[src/rtl/btn_event.sv]
// Debounces strobed button samples and classifies each press as press/short/long/reset-hold.
// Emits registered 1-cycle event pulses, sticky status bits and a reset request on release.
module btn_event #(
   parameter int DEB_N      = 4,
   parameter int CNT_W      = 16,
   parameter int LONG_TICKS = 1000,
   parameter int RST_TICKS  = 5000
) (
   input  logic       clk,
   input  logic       rst,
   input  logic       btn_val,
   input  logic       btn_stb,
   input  logic       tick,
   input  logic       ack,
   output logic       btn_state,
   output logic       evt_press,
   output logic       evt_rel,
   output logic       evt_short,
   output logic       evt_long,
   output logic [1:0] sticky,
   output logic       rst_req
);

   localparam int DW = (DEB_N > 1) ? $clog2(DEB_N) : 1;
   localparam logic [DW-1:0]    DEB_LAST = DW'(DEB_N - 1);
   localparam logic [CNT_W-1:0] DUR_MAX  = '1;
   localparam logic [CNT_W-1:0] LONG_CMP = CNT_W'(LONG_TICKS);
   localparam logic [CNT_W-1:0] RST_CMP  = CNT_W'(RST_TICKS);

   typedef enum logic [1:0] {IDLE, PRESSED, LONG, ARMED} stateT;

   stateT            state;
   logic [DW-1:0]    debCnt;
   logic [CNT_W-1:0] dur;
   logic             btnPrev;
   logic             riseNow;
   logic             rise;
   logic             fall;

   assign riseNow = btn_stb && btn_val && !btn_state && (debCnt == DEB_LAST);
   assign rise    = btn_state && !btnPrev;
   assign fall    = !btn_state && btnPrev;

   // Debounce: the level flips only after DEB_N consecutive differing strobes.
   always_ff @(posedge clk or posedge rst) begin
      if (rst) begin
         btn_state <= 1'b0;
         debCnt    <= '0;
      end else if (btn_stb) begin
         if (btn_val == btn_state) begin
            debCnt <= '0;
         end else if (debCnt == DEB_LAST) begin
            btn_state <= ~btn_state;
            debCnt    <= '0;
         end else begin
            debCnt <= debCnt + 1'b1;
         end
      end
   end

   // Press duration: cleared on the rising edge itself, saturating, held while released.
   always_ff @(posedge clk or posedge rst) begin
      if (rst) begin
         dur <= '0;
      end else if (riseNow) begin
         dur <= '0;
      end else if (btn_state && tick && (dur != DUR_MAX)) begin
         dur <= dur + 1'b1;
      end
   end

   // Delayed level for edge detection, so events trail btn_state by one cycle.
   always_ff @(posedge clk or posedge rst) begin
      if (rst) begin
         btnPrev <= 1'b0;
      end else begin
         btnPrev <= btn_state;
      end
   end

   // Press classifier; a release always wins over a threshold crossing in the same cycle.
   always_ff @(posedge clk or posedge rst) begin
      if (rst) begin
         state     <= IDLE;
         evt_press <= 1'b0;
         evt_rel   <= 1'b0;
         evt_short <= 1'b0;
         evt_long  <= 1'b0;
         rst_req   <= 1'b0;
      end else begin
         evt_press <= 1'b0;
         evt_rel   <= 1'b0;
         evt_short <= 1'b0;
         evt_long  <= 1'b0;
         rst_req   <= 1'b0;
         case (state)
            IDLE: begin
               if (rise) begin
                  state     <= PRESSED;
                  evt_press <= 1'b1;
               end
            end
            PRESSED: begin
               if (fall) begin
                  state     <= IDLE;
                  evt_short <= 1'b1;
                  evt_rel   <= 1'b1;
               end else if (dur >= LONG_CMP) begin
                  state    <= LONG;
                  evt_long <= 1'b1;
               end
            end
            LONG: begin
               if (fall) begin
                  state   <= IDLE;
                  evt_rel <= 1'b1;
               end else if (dur >= RST_CMP) begin
                  state <= ARMED;
               end
            end
            ARMED: begin
               if (fall) begin
                  state   <= IDLE;
                  evt_rel <= 1'b1;
                  rst_req <= 1'b1;
               end
            end
            default: state <= IDLE;
         endcase
      end
   end

   // Sticky status: a pending set beats a simultaneous ack.
   always_ff @(posedge clk or posedge rst) begin
      if (rst) begin
         sticky <= 2'b00;
      end else begin
         sticky[0] <= evt_short | (sticky[0] & ~ack);
         sticky[1] <= evt_long  | (sticky[1] & ~ack);
      end
   end

endmodule

[config.mk]
export PLATFORM = sky130hd
export DESIGN_NAME = btn_event
export DESIGN_NICKNAME = d
export VERILOG_FILES = /design/src/rtl/btn_event.sv
export SDC_FILE = /design/constraint.sdc
export NUM_CORES = 1
export LEC_CHECK = 0
export ABC_AREA = 1
export CAP_MARGIN = 40
export CORE_MARGIN = 4
export CORE_UTILIZATION = 57
export CTS_CLUSTER_SIZE = 20
export DETAILED_ROUTE_END_ITERATION = 10
export GPL_TIMING_DRIVEN = 0
export PLACE_DENSITY = 0.78
export SLEW_MARGIN = 20
export SYNTH_ARGS = -nofsm -noshare
export SYNTH_HDL_FRONTEND = slang
export SYNTH_SLANG_ARGS = --single-unit
[constraint.sdc]
create_clock -name clk -period 2.2 [get_ports clk]
set_input_delay 0.44 -clock clk [delete_from_list [all_inputs] [get_ports clk]]
set_output_delay 0.44 -clock clk [all_outputs]
set_load 0.005 [all_outputs]
==> impl_metrics.csv, run 1 <==
group,metric,value,unit
run_status,status,"completed",
grt,antenna_found_initial,0,
detailed_routing,vias,1576,
yosys,synth_ff_type,"dfrtp_1",
floorplanning,start_util,0.613,
timing,fin_setup_tns,0,ps
final_layout,fillerInstances,227,
floorplanning,dieArea,4020,µm²
setup_path,critPathArrivalTime,2010,ps
yosys,synth_area,1750,µm²
clocking,cts_tree,"yes",
final_layout,fin_cells,291,
clocking,clock-sinks,29,
yosys,synthAdderAreaFrac,0.0215,
floorplanning,core_area,2850,µm²
timing,maxSlewViolCount,0,
placement,place_area,1940,µm²
grt,grt_use_met1,0.262,
power_and_ir_drop,leakagePower,1.02,nW
detailed_routing,remaining_drc_errors,0,
clocking,postCtsSetupBuffers,0,
yosys,synth_xor_area_frac,0.0150,
grt,grt_use_total,0.212,
floorplanning,io-pin-count,14,
flow_run,maxCapViolations,0,
setup_path,cp_slowest_cell,"o21ai_0",
grt,grt.busiest_layer,"met2",
setup_path,crit_chain,"ha_1, nand2_1, nor2_4, nand2_4, nor2_4, o21ai_0, o21ai_0",
yosys,yosysMostFrequentCell,"nand2_1",
grt,grt_pass1_wl,6680,µm
placement,io_buffers,13,
final_layout,nets,268,
yosys,synth_edf_count,0,
detailed_routing,viasPerCell,5.42,
setup_path,worstPathRequired,2400,ps
yosys,synthMuxAreaShare,0,
clocking,cts-resized-gates,0,
clocking,htree_levels,2,
power_and_ir_drop,ir_worst_vdd,0.815,mV
floorplanning,chipWidth,63.4,µm
timing,fin_skew,7.37,ps
floorplanning,die_h,63.4,µm
timing,rsz0062_at_grt,"false",
yosys,yosysUniqueCellTypes,23,
placement,hpwl,2710,µm
yosys,yosys.area_share.simple,0.389,
final_layout,drive_gt1_frac,0.100,
clocking,clk_latency,340,ps
timing,timing.final.ws_setup,382,ps
min_path,hold_class,"flop to flop",
yosys,synth_compound_area_frac,0.0787,
power_and_ir_drop,power,1.89,mW
grt,met2_usage,0.334,
yosys,synth_top_family_by_area,"simple AND/OR/NAND/NOR gates",
timing,period_share,0.826,
floorplanning,std_cell_rows,19,
timing,slew_headroom,0.582,
yosys,ys_seq_area_frac,0.415,
final_layout,post-route-util,0.706,
yosys,yosys-top-cells-area,"dfrtp_1, nand2_1, inv_1",
clocking,cts_root_buf,"clkbuf_4",
timing,min_period,1820,ps
grt,grt_remaining_overflow,0,
clocking,cts_made_buffers,5,
detailed_routing,ant_nets,0,
timing,hold_viol,0,
yosys,async_flop_share,1.00,
setup_path,slowest_delay,500,ps
timing,fin_hold_ws,442,ps
setup_path,cp-start-kind,"flop",
clocking,cts.path.max_buffers,2,
detailed_routing,detail_route.wl_per_cell,12.4,µm
detailed_routing,first_pass_iters,4,
yosys,syn-num-nets,247,
yosys,postSynthCellCount,238,
yosys,synth-seq-cells,29,
setup_path,endpoint_kind,"flop",
timing,fmax,550,MHz
final_layout,antennaDiodeCount,0,
final_layout,synthToLayoutAreaGrowth,15.2,%
detailed_routing,wirelength,3620,µm
grt,grt_max_degree,19,
final_layout,fin_area,2010,µm²
timing,tightest_slew,620,ps
clocking,path_clk_slew,90,ps
grt,grt_pass1_vias,1554,
yosys,synth_warnings,0,
setup_path,crit_fanout,5,
setup_path,worstSetupPathType,"flop to flop",
placement,gp_congestion,0.823,
grt,use_met3,0.0746,
yosys,synth_top_cell_by_area,"dfrtp_1",
yosys,ys_top_cells_by_count,"nand2_1, inv_1, dfrtp_1",
placement,dp_cells,283,
timing,finalSetupViolations,0,
detailed_routing,drt_iter0_markers,76,
power_and_ir_drop,p_per_area,938,nW/µm²
yosys,netlist.area_leader.share,0.415,
yosys,synth_area_per_cell,7.34,µm²
placement,pre_cts_ws,147,ps
clocking,hold_buffers,0,
cells in the final DEF, fill, tap and decap left out, drive strengths merged, types with 3 or more instances in the layout:
master         synthesis  final
clkbuf                 1      8
clkdlybuf4s50          0     13
dfrtp                 29     29
ha                     3      3
inv                   31     31
nand2                 81     81
nand3                 19     19
nand4                 10     10
nor2                  33     33
o21ai                 15     15
o21bai                 5      5
xor2                   3      3
power by group:
group | switching (mW) | total [mW] | internal, mW | leakage, nW
clock network | 0.192 | 0.377 | 0.185 | 0.0413
logic | 0.402 | 0.710 | 0.308 | 0.592
registers | 0.131 | 0.802 | 0.671 | 0.389
total | 0.725 | 1.89 | 1.16 | 1.02
registers in the layout, indices dropped and copies added (netlist names):
signal and cells:
evt_short 1, evt_press 1, evt_rel 1, btnPrev 1, btn_state 1, dur 16, state 2, rst_req 1
evt_long 1, sticky 2, debCnt 2
path summary, 6_finish.rpt:
path / start / end / slack [ps] / cells past startpoint
setup / recovery: dur[0]$_DFFE_PP0P_ / dur[0]$_DFFE_PP0P_ / 380 / 7
min in group asynchronous: rst / dur[4]$_DFFE_PP0P_ / 450 / 2
setup reg to reg: dur[0]$_DFFE_PP0P_ / dur[0]$_DFFE_PP0P_ / 380 / 7
max in group asynchronous: rst / debCnt[1]$_DFFE_PP0P_ / 1270 / 3
hold / removal: btnPrev$_DFF_PP0_ / evt_press$_DFF_PP0_ / 440 / 1
hold reg to reg: btnPrev$_DFF_PP0_ / evt_press$_DFF_PP0_ / 440 / 1
routing by layer:
layer,up-vias,share of wire
met4,0,0.018
met5,-,0
met2,42,0.46
li1,801,-
met1,726,0.46
met3,7,0.065
logic make-up (layout without fill, tap and decap cells):
logic type	after synthesis	in the layout
simple gates	146	146
buf+inv	33	55
flops	29	29
compound gates	24	24
fa+ha+maj	3	3
xor+xnor	3	3
critical path: cells and delay by family, from the launching register on:
| family | cells | cell delay, ps |
|---|---|---|
| flops | 1 | 440 |
| simple gates | 4 | 340 |
| compound gates | 2 | 650 |
| fa+ha+maj | 1 | 250 |
cell type report:
type	count	area, µm²	share of cell area
clock buffer	7	65.1	0.0323
buffer	2	23.8	0.0118
timing repair buffer	14	158	0.0783
tap	31	38.8	0.0193
multi-input combinational	176	882	0.438
clock inverter	1	5.00	0.00248
inverter	31	116	0.0578
sequential	29	726	0.360
(Power assumes the default switching activity.)
==> run 2, diff against run 1 <==
==> constraint.sdc (replaced) <==
create_clock -name clk -period 1.7 [get_ports clk]
set_input_delay 0.34 -clock clk [delete_from_list [all_inputs] [get_ports clk]]
set_output_delay 0.34 -clock clk [all_outputs]
set_load 0.005 [all_outputs]
==> impl_metrics.csv, run 2 (synthesis gave the netlist of run 1 again) <==
group,metric,value,unit
run_status,status,"complete, but fails checks",
run_status,violations,"negative setup slack",
grt,grt_pass1_vias,1572,
clocking,hold_buffers,0,
setup_path,path_buf_inv,1,
power_and_ir_drop,p_clk_frac,0.188,
setup_path,crit_chain,"ha_2, nand2_2, nor2_4, nand2_4, nor2_4, nor2_4, nor2_8, buf_4, nand2_1, o21ai_0",
final_layout,final-seq-area,727,µm²
floorplanning,die_h,63.4,µm
final_layout,nets,282,
final_layout,antennaDiodeCount,0,
setup_path,worstSetupPathType,"flop to flop",
grt,grt_remaining_overflow,0,
detailed_routing,first_pass_iters,7,
clocking,cts_root_buf,"clkbuf_4",
setup_path,crit_family,"simple AND/OR/NAND/NOR gates",
clocking,cts.path.max_buffers,2,
placement,gp_congestion,0.823,
flow_run,maxCapViolations,0,
clocking,cts_tree,"yes",
grt,antenna_found_initial,0,
power_and_ir_drop,ir_worst_vdd,1.04,mV
power_and_ir_drop,internal-power,1.64,mW
detailed_routing,remaining_drc_errors,0,
power_and_ir_drop,p_per_area,1220,nW/µm²
timing,min_period,1720,ps
setup_path,endpoint_kind,"flop",
floorplanning,chipWidth,63.4,µm
setup_path,crit_path_start,"dur[0]$_DFFE_PP0P_",
final_layout,regMostFlops,"dur",
clocking,clk_latency,340,ps
timing,slew_headroom,0.584,
final_layout,drive_gt1_frac,0.175,
setup_path,cp_slowest_cell,"dfrtp_1",
timing,finalSetupViolations,1,
timing,fin_setup_tns,-18.2,ps
timing,fin_hold_ws,353,ps
floorplanning,dieArea,4020,µm²
clocking,clock-sinks,29,
clocking,path_clk_slew,100,ps
detailed_routing,viasPerCell,5.49,
final_layout,multiInputGateArea,900,µm²
final_layout,synthToLayoutAreaGrowth,23.6,%
setup_path,reg2reg_slack,-20,ps
final_layout,post-route-util,0.757,
floorplanning,std_cell_rows,19,
timing,hold_viol,0,
floorplanning,start_util,0.613,
power_and_ir_drop,p_switching,0.992,mW
clocking,htree_levels,2,
detailed_routing,detail_route.wl_per_cell,13.1,µm
timing,period_share,1.01,
final_layout,mostFrequentLayoutCells,"nand2_1, inv_1, dfrtp_1",
power_and_ir_drop,pwr-share-comb,0.419,
placement,io_buffers,13,
setup_path,cp-start-kind,"flop",
final_layout,largest_reg_flops,16,
grt,grt_max_degree,19,
setup_path,critPathArrivalTime,1960,ps
detailed_routing,vias,1675,
clocking,cts_made_buffers,5,
timing,fmax,582,MHz
setup_path,slowest_delay,410,ps
timing,tightest_slew,620,ps
setup_path,crit_fanout,7,
grt,grt_use_total,0.216,
setup_path,regToRegStartpoint,"dur[0]$_DFFE_PP0P_",
power_and_ir_drop,leakagePower,1.10,nW
grt,grt_pass1_wl,6800,µm
min_path,hold_class,"input port to async pin",
power_and_ir_drop,switching_share,0.378,
placement,hpwl,2710,µm
detailed_routing,ant_nets,0,
final_layout,fillerInstances,206,
timing,maxSlewViolCount,0,
timing,fin_skew,9.62,ps
detailed_routing,wirelength,3980,µm
setup_path,worst_path_most_repeated_cell,"nor2_4",
floorplanning,core_area,2850,µm²
detailed_routing,drt_iter0_markers,107,
timing,timing.final.ws_setup,-18.2,ps
power_and_ir_drop,seqPwrFrac,0.393,
floorplanning,io-pin-count,14,
final_layout,layout_commonest_cell,"nand2_1",
setup_path,worstPathRequired,1940,ps
timing,rsz0062_at_grt,"true",
[run 2: power by group through the flow]
stage          clock network [mW]  registers, mW  logic, mW
5_1_grt                     0.538           1.07       1.23
4_1_cts                     0.495           1.03      0.942
3_5_place_dp                    0           1.05      0.918
6_report                    0.493           1.03       1.10
2_1_floorplan                   0           1.02      0.643
3_3_place_gp                    0           1.04      0.892
[run 2: worst paths after layout]
check,to,cells after the start
max in group asynchronous,btn_state$_DFFE_PP0P_,3
min reg2reg,evt_press$_DFF_PP0_,1
max,dur[7]$_DFFE_PP0P_,10
max reg2reg,dur[7]$_DFFE_PP0P_,10
min,dur[4]$_DFFE_PP0P_,2
min in group clk,evt_press$_DFF_PP0_,1
[run 2: layout make-up]
class / count / area share
Buffer: 2 / 0.0116
Clock buffer: 7 / 0.0301
Clock inverter: 1 / 0.00232
Inverter: 31 / 0.0539
Multi-Input combinational cell: 176 / 0.416
Sequential cell: 29 / 0.336
Tap cell: 31 / 0.0180
Timing Repair Buffer: 28 / 0.131
[run 2: stage by stage]
stage	std cells	power (mW)	area (µm²)	setup WS, ps
6_report	305	2.63	2160	-18.2
5_1_grt	305	2.84	2160	-110
4_1_cts	293	2.47	2030	4.56
3_5_place_dp	283	1.96	1940	-253
3_3_place_gp	282	1.93	1920	-229
2_1_floorplan	238	1.67	1750	166
[run 2: routing by layer]
metal	share of wire	track usage	vias to the layer above	wire, µm
met5	0	0	-	0
met4	0.024	0.0916	0	97
met3	0.089	0.0746	13	355
met2	0.47	0.347	62	1880
met1	0.41	0.263	770	1650
li1	-	-	830	-
[run 2: what timing repair did]
action | CTS | global route
pin swaps | 1 | 10
gates resized for setup | 1 | 12
cloned | 0 | 1
endpoints found under the setup margin | 13 | 17
setup buffers | 2 | 11
[run 2: worst register-to-register path: cells and delay by family, from the launching register on]
kind / cells / cell delay, ps
AO/OA/AOI/OAI: 1 / 100
adder cells (fa/ha/maj): 1 / 220
buffers and inverters: 1 / 150
flip-flops: 1 / 410
AND/OR/NAND/NOR: 7 / 760
==> run 3, diff against run 2 <==
--- a/config.mk
+++ b/config.mk
@@ -13,7 +13,6 @@
 export DETAILED_ROUTE_END_ITERATION = 10
 export GPL_TIMING_DRIVEN = 0
 export PLACE_DENSITY = 0.78
-export SLEW_MARGIN = 20
 export SYNTH_ARGS = -nofsm -noshare
 export SYNTH_HDL_FRONTEND = slang
 export SYNTH_SLANG_ARGS = --single-unit
==> results of run 3 <==
Final layout, timing and power as in run 2 (identical DEF).
